===== src/rtl/mem_stage_ctrl_pkg.sv =====
// Shared processor package: datapath geometry, data-region base and the
// memory-stage state encoding.
package mem_stage_ctrl_pkg;

  localparam int DATAPATH_WIDTH = 64;
  localparam int REGFILE_ADDR   = 3;
  localparam int MEM_ADDR_WIDTH = 10;
  localparam int DATA_MEM_START = 512;

  typedef enum logic [1:0] {
    ST_IDLE   = 2'd0,
    ST_ACCESS = 2'd1,
    ST_RDATA  = 2'd2
  } state_e;

endpackage


===== src/rtl/mem_stage_ctrl_if.sv =====
// Memory-stage bundle: upstream op, shared data-memory port and writeback.
// The master modport is the stage itself; slave is its surroundings.
interface mem_stage_ctrl_if #(
  parameter int DATAPATH_WIDTH = mem_stage_ctrl_pkg::DATAPATH_WIDTH,
  parameter int REGFILE_ADDR   = mem_stage_ctrl_pkg::REGFILE_ADDR,
  parameter int MEM_ADDR_WIDTH = mem_stage_ctrl_pkg::MEM_ADDR_WIDTH
);

  logic                      valid_in;
  logic                      WRegEn_in;
  logic                      WMemEn_in;
  logic                      Ld_in;
  logic [DATAPATH_WIDTH-1:0] R1out_in;
  logic [DATAPATH_WIDTH-1:0] R2out_in;
  logic [REGFILE_ADDR-1:0]   WReg1_in;
  logic                      ready_out;

  logic                      dmem_req;
  logic                      dmem_we;
  logic [MEM_ADDR_WIDTH-1:0] dmem_addr;
  logic [DATAPATH_WIDTH-1:0] dmem_wdata;
  logic                      dmem_gnt;
  logic [DATAPATH_WIDTH-1:0] dmem_rdata;

  logic                      wb_valid;
  logic                      wb_WRegEn;
  logic [REGFILE_ADDR-1:0]   wb_WReg1;
  logic [DATAPATH_WIDTH-1:0] wb_data;

  modport master (
    input  valid_in, WRegEn_in, WMemEn_in, Ld_in, R1out_in, R2out_in, WReg1_in,
    output ready_out,
    output dmem_req, dmem_we, dmem_addr, dmem_wdata,
    input  dmem_gnt, dmem_rdata,
    output wb_valid, wb_WRegEn, wb_WReg1, wb_data
  );

  modport slave (
    output valid_in, WRegEn_in, WMemEn_in, Ld_in, R1out_in, R2out_in, WReg1_in,
    input  ready_out,
    input  dmem_req, dmem_we, dmem_addr, dmem_wdata,
    output dmem_gnt, dmem_rdata,
    input  wb_valid, wb_WRegEn, wb_WReg1, wb_data
  );

endinterface


===== src/rtl/mem_stage_ctrl.sv =====
// Memory stage: ALU ops write back after one edge; loads/stores hold a request
// on the shared data memory until granted, then produce one writeback pulse.
module mem_stage_ctrl
  import mem_stage_ctrl_pkg::*;
#(
  parameter int DATAPATH_WIDTH = mem_stage_ctrl_pkg::DATAPATH_WIDTH,
  parameter int REGFILE_ADDR   = mem_stage_ctrl_pkg::REGFILE_ADDR,
  parameter int MEM_ADDR_WIDTH = mem_stage_ctrl_pkg::MEM_ADDR_WIDTH,
  parameter int DATA_MEM_START = mem_stage_ctrl_pkg::DATA_MEM_START
) (
  input  logic                 clk,
  input  logic                 reset,
  mem_stage_ctrl_if.master     bus
);

  localparam logic [MEM_ADDR_WIDTH-1:0] BASE_ADDR = MEM_ADDR_WIDTH'(DATA_MEM_START);

  state_e                    state_q, state_d;
  // Only the offset bits inside the data region are kept; the rest are ignored.
  logic [MEM_ADDR_WIDTH-2:0] addr_q, addr_d;
  logic [DATAPATH_WIDTH-1:0] data_q, data_d;
  logic [REGFILE_ADDR-1:0]   wreg1_q, wreg1_d;
  logic                      wregen_q, wregen_d;
  logic                      store_q, store_d;

  logic                      wb_valid_q, wb_valid_d;
  logic                      wb_wregen_q, wb_wregen_d;
  logic [REGFILE_ADDR-1:0]   wb_wreg1_q, wb_wreg1_d;
  logic [DATAPATH_WIDTH-1:0] wb_data_q, wb_data_d;

  logic                      dmem_req_d;
  logic                      dmem_we_d;

  always_ff @(posedge clk or negedge reset) begin
    if (!reset) begin
      state_q     <= ST_IDLE;
      addr_q      <= '0;
      data_q      <= '0;
      wreg1_q     <= '0;
      wregen_q    <= 1'b0;
      store_q     <= 1'b0;
      wb_valid_q  <= 1'b0;
      wb_wregen_q <= 1'b0;
      wb_wreg1_q  <= '0;
      wb_data_q   <= '0;
    end else begin
      state_q     <= state_d;
      addr_q      <= addr_d;
      data_q      <= data_d;
      wreg1_q     <= wreg1_d;
      wregen_q    <= wregen_d;
      store_q     <= store_d;
      wb_valid_q  <= wb_valid_d;
      wb_wregen_q <= wb_wregen_d;
      wb_wreg1_q  <= wb_wreg1_d;
      wb_data_q   <= wb_data_d;
    end
  end

  always_comb begin
    state_d     = state_q;
    addr_d      = addr_q;
    data_d      = data_q;
    wreg1_d     = wreg1_q;
    wregen_d    = wregen_q;
    store_d     = store_q;
    wb_valid_d  = 1'b0;
    wb_wregen_d = wb_wregen_q;
    wb_wreg1_d  = wb_wreg1_q;
    wb_data_d   = wb_data_q;
    dmem_req_d  = 1'b0;
    dmem_we_d   = 1'b0;

    case (state_q)
      ST_IDLE: begin
        if (bus.valid_in) begin
          if (bus.WMemEn_in || bus.Ld_in) begin
            addr_d   = bus.R1out_in[MEM_ADDR_WIDTH-2:0];
            data_d   = bus.R2out_in;
            wreg1_d  = bus.WReg1_in;
            wregen_d = bus.WRegEn_in;
            // A store flag wins over a simultaneous load flag.
            store_d  = bus.WMemEn_in;
            state_d  = ST_ACCESS;
          end else begin
            wb_valid_d  = 1'b1;
            wb_wregen_d = bus.WRegEn_in;
            wb_wreg1_d  = bus.WReg1_in;
            wb_data_d   = bus.R1out_in;
          end
        end
      end

      ST_ACCESS: begin
        dmem_req_d = 1'b1;
        dmem_we_d  = store_q;
        if (bus.dmem_gnt) begin
          if (store_q) begin
            wb_valid_d  = 1'b1;
            wb_wregen_d = 1'b0;
            wb_wreg1_d  = wreg1_q;
            wb_data_d   = data_q;
            state_d     = ST_IDLE;
          end else begin
            state_d = ST_RDATA;
          end
        end
      end

      ST_RDATA: begin
        wb_valid_d  = 1'b1;
        wb_wregen_d = wregen_q;
        wb_wreg1_d  = wreg1_q;
        wb_data_d   = bus.dmem_rdata;
        state_d     = ST_IDLE;
      end

      default: state_d = ST_IDLE;
    endcase
  end

  assign bus.ready_out  = (state_q == ST_IDLE);
  assign bus.dmem_req   = dmem_req_d;
  assign bus.dmem_we    = dmem_we_d;
  assign bus.dmem_addr  = BASE_ADDR + {1'b0, addr_q};
  assign bus.dmem_wdata = data_q;
  assign bus.wb_valid   = wb_valid_q;
  assign bus.wb_WRegEn  = wb_wregen_q;
  assign bus.wb_WReg1   = wb_wreg1_q;
  assign bus.wb_data    = wb_data_q;

endmodule


===== src/flat_wrapper.sv =====
// flat-port wrapper written by rule: the top's interface ports become plain ports
module mem_stage_ctrl_flat import mem_stage_ctrl_pkg::*;
#(
  parameter int DATAPATH_WIDTH = mem_stage_ctrl_pkg::DATAPATH_WIDTH,
  parameter int REGFILE_ADDR   = mem_stage_ctrl_pkg::REGFILE_ADDR,
  parameter int MEM_ADDR_WIDTH = mem_stage_ctrl_pkg::MEM_ADDR_WIDTH,
  parameter int DATA_MEM_START = mem_stage_ctrl_pkg::DATA_MEM_START
)
  (clk, reset, bus_valid_in, bus_WRegEn_in, bus_WMemEn_in, bus_Ld_in, bus_R1out_in, bus_R2out_in, bus_WReg1_in, bus_ready_out, bus_dmem_req, bus_dmem_we, bus_dmem_addr, bus_dmem_wdata, bus_dmem_gnt, bus_dmem_rdata, bus_wb_valid, bus_wb_WRegEn, bus_wb_WReg1, bus_wb_data);
  mem_stage_ctrl_if #(.DATAPATH_WIDTH(DATAPATH_WIDTH), .REGFILE_ADDR(REGFILE_ADDR), .MEM_ADDR_WIDTH(MEM_ADDR_WIDTH)) bus_i ();
  input  logic clk;
  input  logic reset;
  input wire logic [$bits(bus_i.valid_in)-1:0] bus_valid_in;
  input wire logic [$bits(bus_i.WRegEn_in)-1:0] bus_WRegEn_in;
  input wire logic [$bits(bus_i.WMemEn_in)-1:0] bus_WMemEn_in;
  input wire logic [$bits(bus_i.Ld_in)-1:0] bus_Ld_in;
  input wire logic [$bits(bus_i.R1out_in)-1:0] bus_R1out_in;
  input wire logic [$bits(bus_i.R2out_in)-1:0] bus_R2out_in;
  input wire logic [$bits(bus_i.WReg1_in)-1:0] bus_WReg1_in;
  output wire logic [$bits(bus_i.ready_out)-1:0] bus_ready_out;
  output wire logic [$bits(bus_i.dmem_req)-1:0] bus_dmem_req;
  output wire logic [$bits(bus_i.dmem_we)-1:0] bus_dmem_we;
  output wire logic [$bits(bus_i.dmem_addr)-1:0] bus_dmem_addr;
  output wire logic [$bits(bus_i.dmem_wdata)-1:0] bus_dmem_wdata;
  input wire logic [$bits(bus_i.dmem_gnt)-1:0] bus_dmem_gnt;
  input wire logic [$bits(bus_i.dmem_rdata)-1:0] bus_dmem_rdata;
  output wire logic [$bits(bus_i.wb_valid)-1:0] bus_wb_valid;
  output wire logic [$bits(bus_i.wb_WRegEn)-1:0] bus_wb_WRegEn;
  output wire logic [$bits(bus_i.wb_WReg1)-1:0] bus_wb_WReg1;
  output wire logic [$bits(bus_i.wb_data)-1:0] bus_wb_data;
  assign bus_i.valid_in = bus_valid_in;
  assign bus_i.WRegEn_in = bus_WRegEn_in;
  assign bus_i.WMemEn_in = bus_WMemEn_in;
  assign bus_i.Ld_in = bus_Ld_in;
  assign bus_i.R1out_in = bus_R1out_in;
  assign bus_i.R2out_in = bus_R2out_in;
  assign bus_i.WReg1_in = bus_WReg1_in;
  assign bus_ready_out = bus_i.ready_out;
  assign bus_dmem_req = bus_i.dmem_req;
  assign bus_dmem_we = bus_i.dmem_we;
  assign bus_dmem_addr = bus_i.dmem_addr;
  assign bus_dmem_wdata = bus_i.dmem_wdata;
  assign bus_i.dmem_gnt = bus_dmem_gnt;
  assign bus_i.dmem_rdata = bus_dmem_rdata;
  assign bus_wb_valid = bus_i.wb_valid;
  assign bus_wb_WRegEn = bus_i.wb_WRegEn;
  assign bus_wb_WReg1 = bus_i.wb_WReg1;
  assign bus_wb_data = bus_i.wb_data;
  mem_stage_ctrl #(.DATAPATH_WIDTH(DATAPATH_WIDTH), .REGFILE_ADDR(REGFILE_ADDR), .MEM_ADDR_WIDTH(MEM_ADDR_WIDTH), .DATA_MEM_START(DATA_MEM_START)) u_core (.clk(clk), .reset(reset), .bus(bus_i));
endmodule

===== config.mk =====
export PLATFORM = sky130hd
export DESIGN_NAME = mem_stage_ctrl_flat
export DESIGN_NICKNAME = d
export VERILOG_FILES = /design/src/rtl/mem_stage_ctrl_pkg.sv /design/src/rtl/mem_stage_ctrl_if.sv /design/src/rtl/mem_stage_ctrl.sv /design/src/flat_wrapper.sv
export SDC_FILE = /design/constraint.sdc
export NUM_CORES = 1
export LEC_CHECK = 0
export BUFFER_PORTS_ARGS = -buffer_cell sky130_fd_sc_hd__buf_2
export CORE_MARGIN = 8
export CORE_UTILIZATION = 26
export DETAILED_ROUTE_END_ITERATION = 10
export GPL_ROUTABILITY_DRIVEN = 0
export PLACE_DENSITY = 0.62
export SETUP_SLACK_MARGIN = 0.05
export SLEW_MARGIN = 20
export SYNTH_ARGS = -nofsm -noshare
export SYNTH_HDL_FRONTEND = slang
export SYNTH_SLANG_ARGS = --single-unit

===== constraint.sdc =====
create_clock -name clk -period 2.9 [get_ports clk]
set_input_delay 0.145 -clock clk [delete_from_list [all_inputs] [get_ports clk]]
set_output_delay 0.145 -clock clk [all_outputs]
set_load 0.02 [all_outputs]

; Word level (Yosys, flattened, before mapping)
; Index checks and enable logic that the tools add are counted.
[word_totals]
regBits = 149
latch_bits = 0
ram_bits = 0
mem_bits_ro = 0
inputBits = 202
output_inout_bits = 146
word_cells = 51
n_memories = 0
[classes]
n_addsub = 1
multipliers = 0
div = 0
order_cmp = 0
n_eq_ne = 7
shifts = 0
mux = 27
bitwise_logic = 0
n_reduce_logical = 6
[ops]
columns = cell, n
row1 = 64-bit two-way mux, 4
row2 = 64-bit case mux with 3 select lines, 1
row3 = 3-bit two-way mux, 4
row4 = "10-bit by 9-bit adder with 10-bit output, first input constant", 1
row5 = 1-bit two-way mux, 10
row6 = 3-bit case mux with 3 select lines, 1
row7 = 2-bit two-way mux, 4
row8 = "2-bit inequality test, second input constant", 3
row9 = 1-bit case mux with 3 select lines, 2
row10 = 3-bit AND reduction, 2
row11 = 5-bit AND reduction, 1
row12 = "2-bit by 1-bit inequality test with 1-bit output, second input constant", 2
row13 = 2-bit case mux with 2 select lines, 1
row14 = 3-bit nonzero test, 1
row15 = "2-bit by 1-bit == test with 1-bit output, second input constant", 1
row16 = "2-bit == test, second input constant", 1
row17 = 2-bit logical NOT, 1
row18 = 1-bit logical OR, 1

; Longest topological paths before layout
; Gate-level depths: netlist (run 1).
[logic_depth]
depth_word = 4
depth_mapped = 8

; Worst setup path after synthesis (run 1)
; Ideal clock, no wire load.
[synth_timing]
kind = register -> register
startpoint = register u_core.state_q[1]
endpoint = register u_core.wb_valid_q, in the netlist u_core.bus.wb_valid
setup_ps = 77
arrival_ps = 1988
required_time_ps = 2823
setup_slack_ps = 835
path_stages_with_launch = 9
n_path_buf = 3
synth_period_minus_slack_ps = 2065
cell_sequence = dfrtp_1 > inv_1 > ha_1 > clkbuf_1 > clkbuf_1 > clkbuf_1 > and2_1 > nand2_1 > a21oi_1
[synth_via]
elab_chain_len = 2
[synth_rtl]
columns = element, line_no
row1 = "start, declared", mem_stage_ctrl.sv:18  ; state_e state_q, state_d;
row2 = "start signal, assigned", mem_stage_ctrl.sv:47  ; state_q <= state_d;
row3 = "2-bit == test, or another cell as far along", mem_stage_ctrl.sv:74  ; case (state_q)
row4 = 1-bit case mux with 3 select lines *, mem_stage_ctrl.sv:74
row5 = named net u_core.wb_valid_d, mem_stage_ctrl.sv:26  ; logic wb_valid_q, wb_valid_d;
row6 = "end signal, assigned", mem_stage_ctrl.sv:53  ; wb_valid_q <= wb_valid_d;
row7 = "end, declared", mem_stage_ctrl.sv:26
; The timed path passes the listed nets; every way through them passes the cells marked *.
; A chain may end at the register's enable or synchronous reset.

; Worst setup path after layout (run 1)
[layout_timing]
startpoint = register u_core.state_q[0]
endpoint = register u_core.wb_data_q[31], in the netlist u_core.bus.wb_data[31]
[layout_via]
elab_chain_len = 3
[layout_rtl]
columns = element, line_no
row1 = "2-bit by 1-bit == test with 1-bit output, or another cell as far along", mem_stage_ctrl.sv:74
row2 = "2-bit by 1-bit inequality test with 1-bit output (no source line), or another cell as far along", -
row3 = 5-bit AND reduction (no source line), -
row4 = "end signal, assigned", mem_stage_ctrl.sv:56  ; wb_data_q <= wb_data_d;
row5 = "end, declared", mem_stage_ctrl.sv:29  ; logic [DATAPATH_WIDTH-1:0] wb_data_q, wb_data_d;
; Several ways; a longest one is shown, not always the timed one.

==> impl_metrics.csv, run 1 <==
group,metric,value,unit
synth,syn-num-nets,771,
drt,first_pass_iters,4,
timing,min_period,2.08,ns
flow_run,maxCapViolCount,0,
placement,place_area,9010,um^2
synth,synthFlopType,"dfrtp_1",
timing,timing.fmax,0.481,GHz
clock_tree,clk_pin_slew,0.06,ns
global_routing,grt_pass1_wl,36.4,mm
global_routing,antenna_found_initial,0,
floorplan,rows,59,
synth,synth_top_area_share,54.6,%
critical_path,endpoint_kind,"flip-flop",
timing,setup-violations-final,0,
clock_tree,root_buffer,"clkbuf_16",
floorplan,die_area,31700,um^2
drt,drtIter0Drc,303,
floorplan,coreArea,25900,um^2
global_routing,grt_max_degree,69,
outcome,status,"complete, no violations",
drt,vias,6079,
clock_tree,clk_latency,0.41,ns
finish,nFillCells,2515,
synth,ys_seq_area_share,54.6,%
pwr,p_per_area,1310,nW/um^2
floorplan,initial_core_util,26.4,%
clock_tree,cts_tree,"done",
clock_tree,cts_sinks,149,
floorplan,die_h,178,um
synth,async_flop_share,100,%
timing,slew_violations,0,
synth,synth_seq_cells,149,
timing,slew_headroom,49.9,%
clock_tree,cts_setup_buffers,0,
timing,grt_setup_unrepaired,"false",
synth,yosysMostFrequentCell,"dfrtp_1",
timing,worstMarginPinSlew,0.748,ns
drt,post_drt_wl_per_cell,18.1,um
drt,drt-vias-per-instance,4.60,
clock_tree,h-tree-depth,4,
clock_tree,cts_resized,0,
timing,min_period_over_period,71.7,%
placement,hpwl,16.9,mm
finish,drive_gt1_share,54.3,%
finish,finalNetCount,1179,
synth,synth.avg_cell_area,12.1,um^2
finish,final_util,40.2,%
floorplan,io_pins,348,
synth,synth_edf_count,0,
synth,yosys.area.top_type,"dfrtp_1",
pwr,ir_drop,0.508,mV
timing,finalSetupTns,0,ns
critical_path,critical_path_arrival,2.43,ns
critical_path,startpoint_type,"flip-flop",
timing,hold_violations,0,
drt,remaining_drc_errors,0,
pwr,leakagePower,4.87,nW
critical_path,cp_max_fo,37,
synth,syn_area,6830,um^2
synth,synth.top_cells.by_area,"dfrtp_1 (55%), mux2_2 (24%), a22oi_1 (7.0%)",
timing,timing.hold.ws,0.0383,ns
drt,drtAntennaViolNets,0,
synth,synth_warnings,0,
synth,netlist_instances,565,
critical_path,worstSetupPathType,"flip-flop to flip-flop",
timing,skew,0.00710,ns
synth,synth_common_cells,"dfrtp_1 (149), mux2_2 (143), a21oi_1 (67)",
placement,port_buffers,346,
finish,design_area,10400,um^2
finish,syn_to_final_growth,52.3,%
clock_tree,ctsLongestPathBuffers,2,
synth,ys_types,27,
clock_tree,numCtsBuffers,17,
clock_tree,cts_hold_buf,78,
global_routing,grt_util_all_layers,14.6,%
critical_path,cp.required,3.25,ns
global_routing,grt_pass1_vias,6686,
min_path,hp-class,"primary input to flip-flop",
floorplan,die_x,178,um
placement,pre_cts_ws,0.802,ns
timing,setup_ws,0.820,ns
global_routing,gr-total-overflow,0,
drt,wl,23.9,mm
-- power breakdown --
part	internal (mW)	switching, mW
combinational	3.23	4.20
clock	1.46	0.915
sequential	3.20	0.648
total	7.90	5.77
-- through the flow --
stage / cells / power, mW
2_1_floorplan: 565 / 8.79
3_3_place_gp: 1211 / 11.1
3_5_place_dp: 1211 / 11.3
4_1_cts: 1320 / 13.8
5_1_grt: 1320 / 14.6
6_report: 1321 / 13.7
-- placed cells by master (no fill, tap or decap), types with 2 or more instances in the layout --
| cell type | netlist | final |
|---|---|---|
| a21oi_1 | 67 | 67 |
| buf_12 | 0 | 8 |
| buf_2 | 4 | 345 |
| mux2_2 | 143 | 143 |
| o21ai_0 | 3 | 3 |
| buf_4 | 2 | 4 |
| ha_2 | 0 | 2 |
| nor2_1 | 65 | 65 |
| a22oi_1 | 64 | 64 |
| bufinv_16 | 0 | 4 |
| inv_1 | 3 | 3 |
| inv_6 | 0 | 2 |
| mux2_1 | 5 | 5 |
| dlygate4sd3_1 | 0 | 78 |
| clkinv_2 | 0 | 3 |
| clkinv_4 | 0 | 2 |
| clkbuf_16 | 0 | 17 |
| nand2_1 | 3 | 3 |
| dfrtp_1 | 149 | 149 |
-- sequential cells by signal, summed over array words and instances, names as in the netlist --
signal,flops
u_core.addr_q,9
u_core.bus.dmem_wdata,64
u_core.bus.wb_WReg1,3
u_core.bus.wb_WRegEn,1
u_core.bus.wb_data,64
u_core.bus.wb_valid,1
u_core.state_q,2
u_core.store_q,1
u_core.wreg1_q,3
u_core.wregen_q,1
-- path summary, 6_finish.rpt --
kind,start,to,slack (ns),depth (start not counted)
worst min register to register,u_core.bus.wb_data[48],u_core.bus.wb_data[48],0.48,1
max in group asynchronous,reset,u_core.bus.dmem_wdata[38],1.88,3
worst min-delay path,bus_WMemEn_in,u_core.store_q,0.04,2
worst max-delay path,u_core.state_q[0],u_core.bus.wb_data[31],0.82,6
worst max register to register,u_core.state_q[0],u_core.bus.wb_data[31],0.82,6
min in group asynchronous,reset,u_core.bus.dmem_wdata[2],0.31,2
-- worst max-delay path: stages, from the launching register on --
cell     delay, ns
dfrtp_1       0.40
inv_1         0.15
ha_2          0.67
buf_12        0.32
a22oi_1       0.15
a21oi_1       0.17
mux2_2        0.15
-- cell families (layout without fill, tap and decap cells) --
group / count (synthesis) / in the layout / share of synthesized area, %
AO/OA/AOI/OAI: 139 / 139 / 12.8
buffers and inverters: 50 / 470 / 3.15
flip-flops: 149 / 149 / 54.6
multiplexers: 148 / 148 / 24.4
adder cells (fa/ha/maj): 4 / 4 / 0.732
other: 1 / 2 / 0.0549
AND/OR/NAND/NOR: 74 / 74 / 4.32
-- final cells by class --
type / instances / area, um^2 / share of cell area, %
clock inverter: 12 / 178 / 1.71
inverter: 3 / 11.3 / 0.108
antenna: 1 / 2.50 / 0.0240
multi-input combinational: 366 / 2920 / 28.0
timing repair buffer: 436 / 2710 / 26.0
sequential: 149 / 3730 / 35.8
tap: 335 / 419 / 4.03
clock buffer: 19 / 443 / 4.25
-- layer usage --
layer | track usage, % | vias up | part of all wire [%]
met3 | 5.19 | 24 | 10
met1 | 16.2 | 2923 | 38
met4 | 4.45 | 0 | 1.7
met5 | 0 | - | 0
li1 | - | 2871 | -
met2 | 25.6 | 261 | 50
Note: power is estimated with default switching activity, not from simulation.
==> run 2: changes to the inputs <==
Settings changed: PLACE_DENSITY 0.62 to 0.63.
Clock period 2.9 ns to 1.7 ns, I/O delays scaled along.
==> impl_metrics.csv, run 2 (same netlist as run 1, synthesis figures left out) <==
group,metric,value,unit
outcome,status,"finished, violations left",
outcome,violations,"negative setup slack",
floorplan,rows,59,
finish,drive_gt1_share,58.1,%
drt,drtAntennaViolNets,0,
critical_path,startpoint_type,"flip-flop",
floorplan,coreArea,25900,um^2
global_routing,use_met1,17.7,%
drt,post_drt_wl_per_cell,19.7,um
drt,wl,27.1,mm
finish,final_common_cell,"buf_2",
global_routing,gr-total-overflow,0,
critical_path,reg2regPathDepth,8,
clock_tree,root_buffer,"clkbuf_16",
clock_tree,clk_latency,0.42,ns
critical_path,r2r-end,"u_core.addr_q[6]",
finish,syn_to_final_growth,69.7,%
placement,place_inst,1238,
global_routing,use_met3,4.32,%
global_routing,grt_pass1_wl,39.2,mm
critical_path,cp_cell_sequence,"inv_2, ha_4, o211ai_1, buf_4, buf_8, buf_12, buf_12, mux2_4",
critical_path,endpoint_kind,"flip-flop",
drt,drt-vias-per-instance,4.69,
pwr,ir_drop,1.15,mV
timing,min_period,1.83,ns
floorplan,die_area,31700,um^2
global_routing,antenna_found_initial,1,
critical_path,worstSetupStartpoint,"u_core.state_q[0]",
pwr,p_per_area,2280,nW/um^2
min_path,hp-class,"primary input to flip-flop",
timing,slew_violations,0,
floorplan,die_x,178,um
clock_tree,ctsLongestPathBuffers,2,
global_routing,use_met2,28.3,%
finish,final_util,44.8,%
critical_path,r2r_start,"u_core.state_q[0]",
critical_path,worstSetupPathType,"flip-flop to flip-flop",
critical_path,slowest_delay,0.44,ns
timing,finalSetupTns,-5.89,ns
finish,mostFrequentLayoutCells,"buf_2 (342), dfrtp_1 (148), mux2_4 (104)",
timing,min_period_over_period,108,%
critical_path,cpMostUsedCell,"buf_12",
placement,port_buffers,346,
clock_tree,h-tree-depth,4,
global_routing,busiest_layer,"met2",
timing,hold_violations,0,
finish,finalNetCount,1233,
global_routing,grt_max_degree,55,
clock_tree,numCtsBuffers,17,
drt,first_pass_iters,4,
pwr,finalPower,26.5,mW
floorplan,io_pins,348,
timing,setup-violations-final,100,
timing,setup_ws,-0.129,ns
timing,timing.fmax,0.547,GHz
global_routing,grt_util_all_layers,15.9,%
critical_path,worst-r2r-setup-slack,-0.13,ns
critical_path,cp_max_fo,7,
drt,vias,6448,
critical_path,endpoint,"u_core.addr_q[6]",
finish,stdcell_count,1376,
floorplan,initial_core_util,26.4,%
pwr,leakagePower,5.72,nW
critical_path,cp.required,1.99,ns
global_routing,grt_pass1_vias,6949,
clock_tree,clk_pin_slew,0.07,ns
critical_path,critical_path_arrival,2.12,ns
placement,pre_cts_ws,-0.122,ns
min_path,hold_depth,4,
placement,hpwl,17.7,mm
timing,skew,0.00777,ns
flow_run,maxCapViolCount,0,
drt,drtIter0Drc,338,
clock_tree,cts_sinks,149,
clock_tree,cts_tree,"done",
timing,grt_setup_unrepaired,"true",
critical_path,cp_slowest_cell,"dfrtp_2",
drt,remaining_drc_errors,0,
finish,nFillCells,2415,
floorplan,die_h,178,um
-- run 2: cell types whose count changed in the layout (fill, tap and decap cells not counted), sizes merged --
cell,before,now
clkinv,5,6
clkinvlp,1,2
bufinv,4,2
buf,358,406
clkbuf,19,23
diode,1,2
dlygate4sd3,78,80
-- run 2: area by class of cell --
class	count	area (um^2)	share of cell area, %
flip-flops and latches	149	3730	32.2
clock buffers	19	443	3.82
diodes	2	5.00	0.0432
inverters	3	11.3	0.0971
clock inverters	12	130	1.12
multi-input cells	366	3370	29.1
repair buffers	490	3490	30.1
well taps	335	419	3.61
-- run 2: how the worst min path moves through the flow --
stage / startpoint / to / slack, ns
2_1_floorplan: reset / u_core.addr_q[0] / -0.21
3_3_place_gp: reset / u_core.bus.dmem_wdata[49] / -0.02
3_5_place_dp: reset / u_core.bus.dmem_wdata[48] / -0.01
4_1_cts: bus_R1out_in[44] / u_core.bus.wb_data[44] / 0.006
5_1_grt: bus_R1out_in[46] / u_core.bus.wb_data[46] / 0.03
6_report: bus_R1out_in[44] / u_core.bus.wb_data[44] / 0.03
-- run 2: critical path, delay by kind of cell, from the launching register on --
family                     cells  cell delay (ns)
buffers and inverters          5             0.70
muxes                          1             0.29
AOI/OAI and AO/OA              1             0.12
adders and majority gates      1             0.16
DFF                            1             0.44
-- run 2: layer usage --
layer	up-vias	routed length, um
met1	3170	10200
li1	2978	-
met3	35	1970
met5	-	0
met2	265	14300
met4	0	611
-- run 2: report_power, final --
group          total [mW]  internal [mW]  switching (mW)
clock                3.77           2.20            1.57
combinational        16.0           7.99            7.99
sequential           6.74           5.47            1.27
total                26.5           15.7            10.8
-- run 2: per-stage QoR --
step | instance area (um^2) | hold slack (ns)
after detailed placement | 9490 | -0.0138
after CTS | 11400 | 0.00619
final | 11600 | 0.0340
after floorplan | 7210 | -0.211
after global placement | 9490 | -0.0167
after global routing | 11600 | 0.0303
-- run 2: repair_timing --
action / in CTS / in global routing
endpoints found under the setup margin: 145 / 150
resized for setup: 50 / 50
hold buffers: 80 / 0
pin swaps: 2 / 2
cloned: 7 / 5
setup buffers: 15 / 6
hold endpoints to repair: 228 / 0
